$ cat src/rtl/exception_sequencer_if.sv
// Signal bundle between the writeback stage, CP0 and fetch redirect logic
// and the exception sequencer. The sequencer uses the slave modport.
interface exception_sequencer_if;
  logic        wb_valid;
  logic        wb_ready;
  logic        wb_exception;
  logic [4:0]  wb_exception_code;
  logic        wb_is_eret;
  logic [31:0] wb_pc;
  logic        wb_in_delay_slot;
  logic [31:0] wb_badvaddr;
  logic [7:0]  interrupt_pending;
  logic [31:0] cp0_epc;

  logic        cp0_exception_valid;
  logic        cp0_eret_flush;
  logic        cp0_is_address_fault;
  logic [4:0]  cp0_exception_code;
  logic [31:0] cp0_exception_address;
  logic [31:0] cp0_badvaddr;
  logic        cp0_in_delay_slot;

  logic        pipeline_flush;
  logic        redirect_valid;
  logic [31:0] redirect_pc;
  logic        redirect_ready;

  modport master (
    output wb_valid, wb_exception, wb_exception_code, wb_is_eret, wb_pc,
           wb_in_delay_slot, wb_badvaddr, interrupt_pending, cp0_epc,
           redirect_ready,
    input  wb_ready, cp0_exception_valid, cp0_eret_flush, cp0_is_address_fault,
           cp0_exception_code, cp0_exception_address, cp0_badvaddr,
           cp0_in_delay_slot, pipeline_flush, redirect_valid, redirect_pc
  );

  modport slave (
    input  wb_valid, wb_exception, wb_exception_code, wb_is_eret, wb_pc,
           wb_in_delay_slot, wb_badvaddr, interrupt_pending, cp0_epc,
           redirect_ready,
    output wb_ready, cp0_exception_valid, cp0_eret_flush, cp0_is_address_fault,
           cp0_exception_code, cp0_exception_address, cp0_badvaddr,
           cp0_in_delay_slot, pipeline_flush, redirect_valid, redirect_pc
  );
endinterface

$ cat src/rtl/exception_sequencer.sv
// Commits interrupts/exceptions/ERET from WB to CP0, flushes the pipeline for
// a fixed number of cycles, then hands the new PC to fetch.
module exception_sequencer #(
  parameter logic [31:0] EXCEPTION_VECTOR = 32'hBFC00380,
  parameter int unsigned FLUSH_CYCLES     = 2
) (
  input  logic                  clock,
  input  logic                  reset,
  exception_sequencer_if.slave  bus
);

  typedef enum logic [1:0] {IDLE, FLUSH, REDIRECT} state_t;

  state_t      state, next_state;
  logic [3:0]  count, next_count;
  logic [31:0] target, next_target;

  logic take_interrupt;
  logic take_exception;
  logic take_eret;
  logic accept;
  logic address_fault_code;

  // NOTE: sequential state uses non-blocking assignments so every register
  // samples pre-edge values regardless of statement order.
  always_ff @(posedge clock) begin
    if (reset) begin
      state  <= IDLE;
      count  <= '0;
      target <= '0;
    end else begin
      state  <= next_state;
      count  <= next_count;
      target <= next_target;
    end
  end

  // NOTE: every output and next-state value gets a default first, so no path
  // through the case can leave one unassigned and infer a latch.
  always_comb begin
    next_state  = state;
    next_count  = count;
    next_target = target;

    bus.wb_ready              = 1'b0;
    bus.cp0_exception_valid   = 1'b0;
    bus.cp0_eret_flush        = 1'b0;
    bus.cp0_is_address_fault  = 1'b0;
    bus.cp0_exception_code    = 5'h00;
    bus.cp0_exception_address = 32'h0;
    bus.cp0_badvaddr          = 32'h0;
    bus.cp0_in_delay_slot     = 1'b0;
    bus.pipeline_flush        = 1'b0;
    bus.redirect_valid        = 1'b0;
    bus.redirect_pc           = 32'h0;

    // Fixed priority: interrupt, then synchronous exception, then ERET.
    take_interrupt     = |bus.interrupt_pending;
    take_exception     = !take_interrupt && bus.wb_exception;
    take_eret          = !take_interrupt && !bus.wb_exception && bus.wb_is_eret;
    address_fault_code = (bus.wb_exception_code == 5'h04) ||
                         (bus.wb_exception_code == 5'h05);
    accept             = 1'b0;

    if (!reset) begin
      unique case (state)
        IDLE: begin
          bus.wb_ready = 1'b1;
          accept = bus.wb_valid && (take_interrupt || take_exception || take_eret);
          if (accept) begin
            bus.pipeline_flush = 1'b1;
            next_state         = FLUSH;
            next_count         = 4'(FLUSH_CYCLES - 1);
            if (take_eret) begin
              bus.cp0_eret_flush = 1'b1;
              next_target        = bus.cp0_epc;
            end else begin
              bus.cp0_exception_valid   = 1'b1;
              bus.cp0_exception_code    = take_interrupt ? 5'h00 : bus.wb_exception_code;
              bus.cp0_exception_address = bus.wb_pc;
              bus.cp0_in_delay_slot     = bus.wb_in_delay_slot;
              if (take_exception && address_fault_code) begin
                bus.cp0_is_address_fault = 1'b1;
                bus.cp0_badvaddr         = bus.wb_badvaddr;
              end
              next_target = EXCEPTION_VECTOR;
            end
          end
        end

        FLUSH: begin
          bus.pipeline_flush = 1'b1;
          if (count == 4'd0) next_state = REDIRECT;
          else               next_count = count - 4'd1;
        end

        REDIRECT: begin
          bus.redirect_valid = 1'b1;
          bus.redirect_pc    = target;
          if (bus.redirect_ready) next_state = IDLE;
        end

        default: next_state = IDLE;
      endcase
    end
  end

endmodule

$ cat src/flat_wrapper.sv
// flat-port wrapper written by rule: the top's interface ports become plain ports
module exception_sequencer_flat 
#(
  parameter logic [31:0] EXCEPTION_VECTOR = 32'hBFC00380,
  parameter int unsigned FLUSH_CYCLES     = 2
)
  (clock, reset, bus_wb_valid, bus_wb_exception, bus_wb_exception_code, bus_wb_is_eret, bus_wb_pc, bus_wb_in_delay_slot, bus_wb_badvaddr, bus_interrupt_pending, bus_cp0_epc, bus_redirect_ready, bus_wb_ready, bus_cp0_exception_valid, bus_cp0_eret_flush, bus_cp0_is_address_fault, bus_cp0_exception_code, bus_cp0_exception_address, bus_cp0_badvaddr, bus_cp0_in_delay_slot, bus_pipeline_flush, bus_redirect_valid, bus_redirect_pc);
  exception_sequencer_if bus_i ();
  input  logic clock;
  input  logic reset;
  input wire logic [$bits(bus_i.wb_valid)-1:0] bus_wb_valid;
  input wire logic [$bits(bus_i.wb_exception)-1:0] bus_wb_exception;
  input wire logic [$bits(bus_i.wb_exception_code)-1:0] bus_wb_exception_code;
  input wire logic [$bits(bus_i.wb_is_eret)-1:0] bus_wb_is_eret;
  input wire logic [$bits(bus_i.wb_pc)-1:0] bus_wb_pc;
  input wire logic [$bits(bus_i.wb_in_delay_slot)-1:0] bus_wb_in_delay_slot;
  input wire logic [$bits(bus_i.wb_badvaddr)-1:0] bus_wb_badvaddr;
  input wire logic [$bits(bus_i.interrupt_pending)-1:0] bus_interrupt_pending;
  input wire logic [$bits(bus_i.cp0_epc)-1:0] bus_cp0_epc;
  input wire logic [$bits(bus_i.redirect_ready)-1:0] bus_redirect_ready;
  output wire logic [$bits(bus_i.wb_ready)-1:0] bus_wb_ready;
  output wire logic [$bits(bus_i.cp0_exception_valid)-1:0] bus_cp0_exception_valid;
  output wire logic [$bits(bus_i.cp0_eret_flush)-1:0] bus_cp0_eret_flush;
  output wire logic [$bits(bus_i.cp0_is_address_fault)-1:0] bus_cp0_is_address_fault;
  output wire logic [$bits(bus_i.cp0_exception_code)-1:0] bus_cp0_exception_code;
  output wire logic [$bits(bus_i.cp0_exception_address)-1:0] bus_cp0_exception_address;
  output wire logic [$bits(bus_i.cp0_badvaddr)-1:0] bus_cp0_badvaddr;
  output wire logic [$bits(bus_i.cp0_in_delay_slot)-1:0] bus_cp0_in_delay_slot;
  output wire logic [$bits(bus_i.pipeline_flush)-1:0] bus_pipeline_flush;
  output wire logic [$bits(bus_i.redirect_valid)-1:0] bus_redirect_valid;
  output wire logic [$bits(bus_i.redirect_pc)-1:0] bus_redirect_pc;
  assign bus_i.wb_valid = bus_wb_valid;
  assign bus_i.wb_exception = bus_wb_exception;
  assign bus_i.wb_exception_code = bus_wb_exception_code;
  assign bus_i.wb_is_eret = bus_wb_is_eret;
  assign bus_i.wb_pc = bus_wb_pc;
  assign bus_i.wb_in_delay_slot = bus_wb_in_delay_slot;
  assign bus_i.wb_badvaddr = bus_wb_badvaddr;
  assign bus_i.interrupt_pending = bus_interrupt_pending;
  assign bus_i.cp0_epc = bus_cp0_epc;
  assign bus_i.redirect_ready = bus_redirect_ready;
  assign bus_wb_ready = bus_i.wb_ready;
  assign bus_cp0_exception_valid = bus_i.cp0_exception_valid;
  assign bus_cp0_eret_flush = bus_i.cp0_eret_flush;
  assign bus_cp0_is_address_fault = bus_i.cp0_is_address_fault;
  assign bus_cp0_exception_code = bus_i.cp0_exception_code;
  assign bus_cp0_exception_address = bus_i.cp0_exception_address;
  assign bus_cp0_badvaddr = bus_i.cp0_badvaddr;
  assign bus_cp0_in_delay_slot = bus_i.cp0_in_delay_slot;
  assign bus_pipeline_flush = bus_i.pipeline_flush;
  assign bus_redirect_valid = bus_i.redirect_valid;
  assign bus_redirect_pc = bus_i.redirect_pc;
  exception_sequencer #(.EXCEPTION_VECTOR(EXCEPTION_VECTOR), .FLUSH_CYCLES(FLUSH_CYCLES)) u_core (.clock(clock), .reset(reset), .bus(bus_i));
endmodule
$ cat config.mk
export PLATFORM = sky130hd
export DESIGN_NAME = exception_sequencer_flat
export DESIGN_NICKNAME = d
export VERILOG_FILES = /design/src/rtl/exception_sequencer_if.sv /design/src/rtl/exception_sequencer.sv /design/src/flat_wrapper.sv
export SDC_FILE = /design/constraint.sdc
export NUM_CORES = 1
export LEC_CHECK = 0
export ABC_AREA = 1
export CELL_PAD_IN_SITES_DETAIL_PLACEMENT = 0
export CELL_PAD_IN_SITES_GLOBAL_PLACEMENT = 1
export CORE_MARGIN = 2
export CORE_UTILIZATION = 19
export DETAILED_ROUTE_END_ITERATION = 6
export PLACE_DENSITY = 0.92
export SYNTH_ARGS = -nofsm -noshare
export SYNTH_HDL_FRONTEND = slang
export SYNTH_SLANG_ARGS = --single-unit
$ cat constraint.sdc
create_clock -name clock -period 1.9 [get_ports clock]
set_clock_uncertainty 0.15 [all_clocks]
set_input_delay 0.38 -clock clock [delete_from_list [all_inputs] [get_ports clock]]
set_output_delay 0.38 -clock clock [all_outputs]
set_load 0.03 [all_outputs]
* Word level (Yosys, flattened, before mapping) *
Index checks and enable logic that the tools add are counted.
Widths: inputs -> output; s select.

storage, ports and cells
  output and inout port bits = 108
  logic and storage cells = 77
  input bits = 116
  bits in registers = 38

cells by class
  reduce and logical (&&, ||, !) cells = 17
  multiplexer cells = 48
  add/sub/neg operators = 1
  eq/ne operators = 8

operator list
  operator             number
  $mux 32              12
  $mux 5               5
  $mux 1               23
  $eq 5x3->1 const B   2
  $mux 4               2
  $pmux 4 s2           1
  $reduce_or 8->1      1
  $mux 2               3
  $pmux 2 s3           1
  $reduce_and 3->1     2
  $logic_and 1x1->1    5
  $logic_not 4->1      1
  $ne 2x1->1 const B   2
  $ne 2x2->1 const B   2
  $sub 4x1->4 const B  1
  $logic_or 1x1->1     3
  $eq 2x1->1 const B   1
  $eq 2x2->1 const B   1
  $logic_not 1->1      2
  $logic_not 2->1      1
  $pmux 1 s2           1
  $reduce_and 2->1     1
  $reduce_bool 2->1    1

* Logic depth before layout (Yosys ltp) *
  word-level depth = 9
  depth in mapped cells = 10
  gate-level depth less buffers = 9

* Worst setup path before layout *
Ideal clock, no wire load.

  path type = input -> output
  from = input reset
  to = output bus_cp0_exception_code[0]
  stages = 8
  arrival = 2.195 ns
  required time = 1.370 ns
  slack = -0.825 ns
  buffers on the path = 1
  cells stage by stage = buf_2 -> nor3_1 -> nand2_1 -> inv_1 -> nand2_1 -> inv_1 -> nand3_1 -> inv_1

between the ends
  cells in the longest elaborated chain, start to end = 1

RTL lines
  item                RTL line                   text
  start: declaration  flat_wrapper.sv:10         input logic reset;
  $mux 5              exception_sequencer.sv:65  if (!reset) begin
  end: declaration    flat_wrapper.sv:25         output wire logic [$bits(bus_i.cp0_exception_code)-1:0] bus_cp0_exception_code;

No other way between the ends.

* Final worst setup path *
  from = input reset
  to = output bus_cp0_badvaddr[26]

between the ends
  cells in the longest elaborated chain, start to end = 1

RTL lines
  item              RTL line                   text
  $mux 32           exception_sequencer.sv:65
  end: declaration  flat_wrapper.sv:27         output wire logic [$bits(bus_i.cp0_badvaddr)-1:0] bus_cp0_badvaddr;

No other way between the ends.

==> flow_summary_export.csv <==
group,metric,value,unit
run_status,run_status,"complete, but fails checks",
run_status,violations,"negative setup slack",
global_route,overflow,0,
synthesis,ys_warn_count,0,
route,first_iter_violations,112,
global_route,grt_pass1_wl,17600,um
route,post_drt_wl_per_cell,12.8,um
hold_path,hold_class,"reg -> reg",
pwr,vdd_ir_drop_max,0.357,mV
synthesis,netlist_instances,481,
finish,multi_input_area,2120,um2
cts,clkLatencyLatePin,0.28,ns
sta,grt_setup_unrepaired,"yes",
placed_design,dpl.hpwl,8570,um
synthesis,synth_area,2640,um2
sta,period_needed,2.27,ns
global_route,antenna_found_initial,1,
sta,final_max_slew_viol_count,0,
sta,period_share,120,%
placed_design,port_buffers,223,
placed_design,dp_cells,891,
critical_path,cp.required,1.37,ns
global_route,grt_max_degree,28,
floorplanning,num_rows,43,
pwr,power_density,465,nW/um2
route,ant_nets,0,
critical_path,setup.worst_path.class,"in -> out",
cts,htree_levels,2,
synthesis,synth_nets,599,
flow_run,cap_violations,0,
floorplanning,coreArea,13700,um2
finish,area_growth,166,%
finish,drive_gt1_share,43.7,%
finish,fin_util,51.1,%
pwr,p_leak,0.00329,uW
critical_path,slowest_delay,0.35,ns
synthesis,ys_ff_latch,38,
cts,clockBufferDepth,2,
synthesis,yosysUniqueCellTypes,25,
cts,cts_tree,"done",
sta,timing.hold.ws,0.343,ns
cts,cts.sinks,38,
sta,setup_ws,-0.374,ns
route,vias_per_cell,3.93,
finish,final_cells,931,
sta,setup_violations,106,
synthesis,ys_seq_area_share,28.8,%
synthesis,avgSynthCellArea,5.49,um2
cts,cts.reportedPaths.clkPinSlew,0.06,ns
cts,cts_made_buffers,5,
floorplanning,initial_core_util,19.3,%
finish,fillers,1260,
sta,fmax,0.440,GHz
global_route,grt_pass1_vias,3497,
floorplanning,die_w,122,um
critical_path,cpMaxStageDelayCell,"nor4_4",
finish,regArea,763,um2
critical_path,start_kind,"primary input",
critical_path,crit_path_cell_trace,"buf_8 -> buf_6 -> inv_8 -> nand2_4 -> nor4_4 -> nand2_4 -> buf_12 -> buf_16 -> nor2_4 -> buf_6",
floorplanning,dieArea,14900,um2
sta,relSlewSlack,80.0,%
route,first_pass_iters,4,
route,route.detailed.drc,0,
cts,cts_root_buf,"clkbuf_16",
sta,worstMarginPinSlew,0.297,ns
critical_path,crit_arrival,1.74,ns
route,dr_total_vias,3656,
sta,hold_violations,0,
placed_design,gp_congestion,0.769,
critical_path,end_kind,"output pin",
route,drt-total-wl,11900,um
critical_path,cp_max_fo,8,
floorplanning,die_h,122,um
global_route,track_usage,15.1,%
floorplanning,io_pins,224,
finish,nNetsFinal,867,
-- synthesized netlist by cell type, drive strengths merged --
master	number	area, um2
buf	18	125
nand2	57	221
inv	138	518
ha	2	25.0
nand4	2	12.5
nand3	14	92.6
nor4	1	12.5
o211a	1	10.0
dfxtp	38	761
clkinv	1	5.00
nand3b	1	7.51
clkbuf	5	18.8
xor2	1	8.76
a21oi	5	25.0
o21ai	21	105
nor2	163	628
nor3	13	65.1
-- report_power, final --
part	switching, uW	leakage, uW	internal [uW]	total (uW)
registers	25.6	0.000315	880	906
logic	646	0.00288	611	1260
clock network	341	0.0000940	755	1100
total	1010	0.00329	2250	3260
-- sequential cells by signal, summed over array words and instances (netlist names) --
| name | cells |
|---|---|
| u_core.count | 4 |
| u_core.state | 2 |
| u_core.target | 32 |
-- metrics by stage --
stage	total power [uW]	area (um2)	setup TNS, ns	setup WS, ns
3_3_place_gp	1990	5860	-77.93	-0.766
5_1_grt	3420	7010	-34.27	-0.445
2_1_floorplan	1560	3500	-12.27	-0.173
3_5_place_dp	2000	5860	-79.50	-0.754
6_report	3260	7010	-26.64	-0.374
4_1_cts	3270	6920	-25.76	-0.388
-- path summary, 6_finish.rpt --
kind / to / start / slack, ns / cells past startpoint
setup / recovery: bus_cp0_badvaddr[26] / reset / -0.37 / 10
hold / removal: u_core.count[1] / u_core.count[1] / 0.34 / 2
setup reg to reg: u_core.target[20] / u_core.state[1] / 0.28 / 8
hold reg to reg: u_core.count[1] / u_core.count[1] / 0.34 / 2
-- timing repair --
action                                 4_1_cts  5_1_grt
gates cloned                                 6        1
endpoints found under the hold margin        0        0
gates resized for setup                    358       20
hold buffers                                 0        0
setup endpoints to repair                  123      106
pin swaps                                   20       15
setup buffers                               18       11
-- cells in the final DEF, fill, tap and decap left out, types with 2 or more instances in the layout --
| cell | n |
|---|---|
| clkinv_4 | 3 |
| nand2_4 | 4 |
| nand3_4 | 2 |
| buf_4 | 26 |
| buf_8 | 5 |
| dfxtp_2 | 2 |
| buf_12 | 18 |
| nand4_1 | 2 |
| buf_2 | 8 |
| nor2_2 | 3 |
| nor2_1 | 56 |
| nand2_2 | 3 |
| nor2_4 | 103 |
| nand3_2 | 5 |
| ha_1 | 2 |
| nand2_1 | 49 |
| buf_6 | 116 |
| dlygate4sd2_1 | 3 |
| inv_2 | 8 |
| nand2_8 | 2 |
| clkdlybuf4s15_1 | 2 |
| inv_8 | 2 |
| bufinv_16 | 2 |
| nor3_1 | 12 |
| nand3_1 | 7 |
| buf_16 | 4 |
| o21ai_1 | 3 |
| o21ai_0 | 18 |
| a21oi_1 | 4 |
| inv_1 | 126 |
| clkbuf_16 | 6 |
| clkdlybuf4s50_1 | 99 |
| dfxtp_1 | 36 |
-- worst max-delay path, delay by kind of cell --
family,cells,cell delay [ns]
buffers and inverters,6,0.71
and+or+nand+nor,4,0.64
-- metal layers --
layer	share of wire, %	global-route usage (%)	up-vias
li1	-	-	1893
met1	35	15.6	1620
met2	55	29.5	131
met3	8.8	4.03	12
met4	1.5	4.17	0
met5	0	0	-
-- layout make-up --
cell class	count	area share [%]
diodes	1	0.0357
well taps	180	3.21
clock buffers	5	1.78
repair buffers	283	45.1
multi-input cells	282	30.2
inverters	139	7.83
flip-flops and latches	38	10.9
clock inverters	3	0.981
-- kinds of logic (layout without fill, tap and decap cells) --
kind of cell | after synthesis | after routing | share of synthesized area, %
adder cells (fa/ha/maj) | 2 | 2 | 0.947
AND/OR/NAND/NOR | 251 | 252 | 39.4
flip-flops | 38 | 38 | 28.8
AO/OA/AOI/OAI | 27 | 27 | 5.31
other | 0 | 1 | 0
buffers and inverters | 162 | 430 | 25.2
XOR/XNOR | 1 | 1 | 0.332
Power figures use the tool's default switching activity.
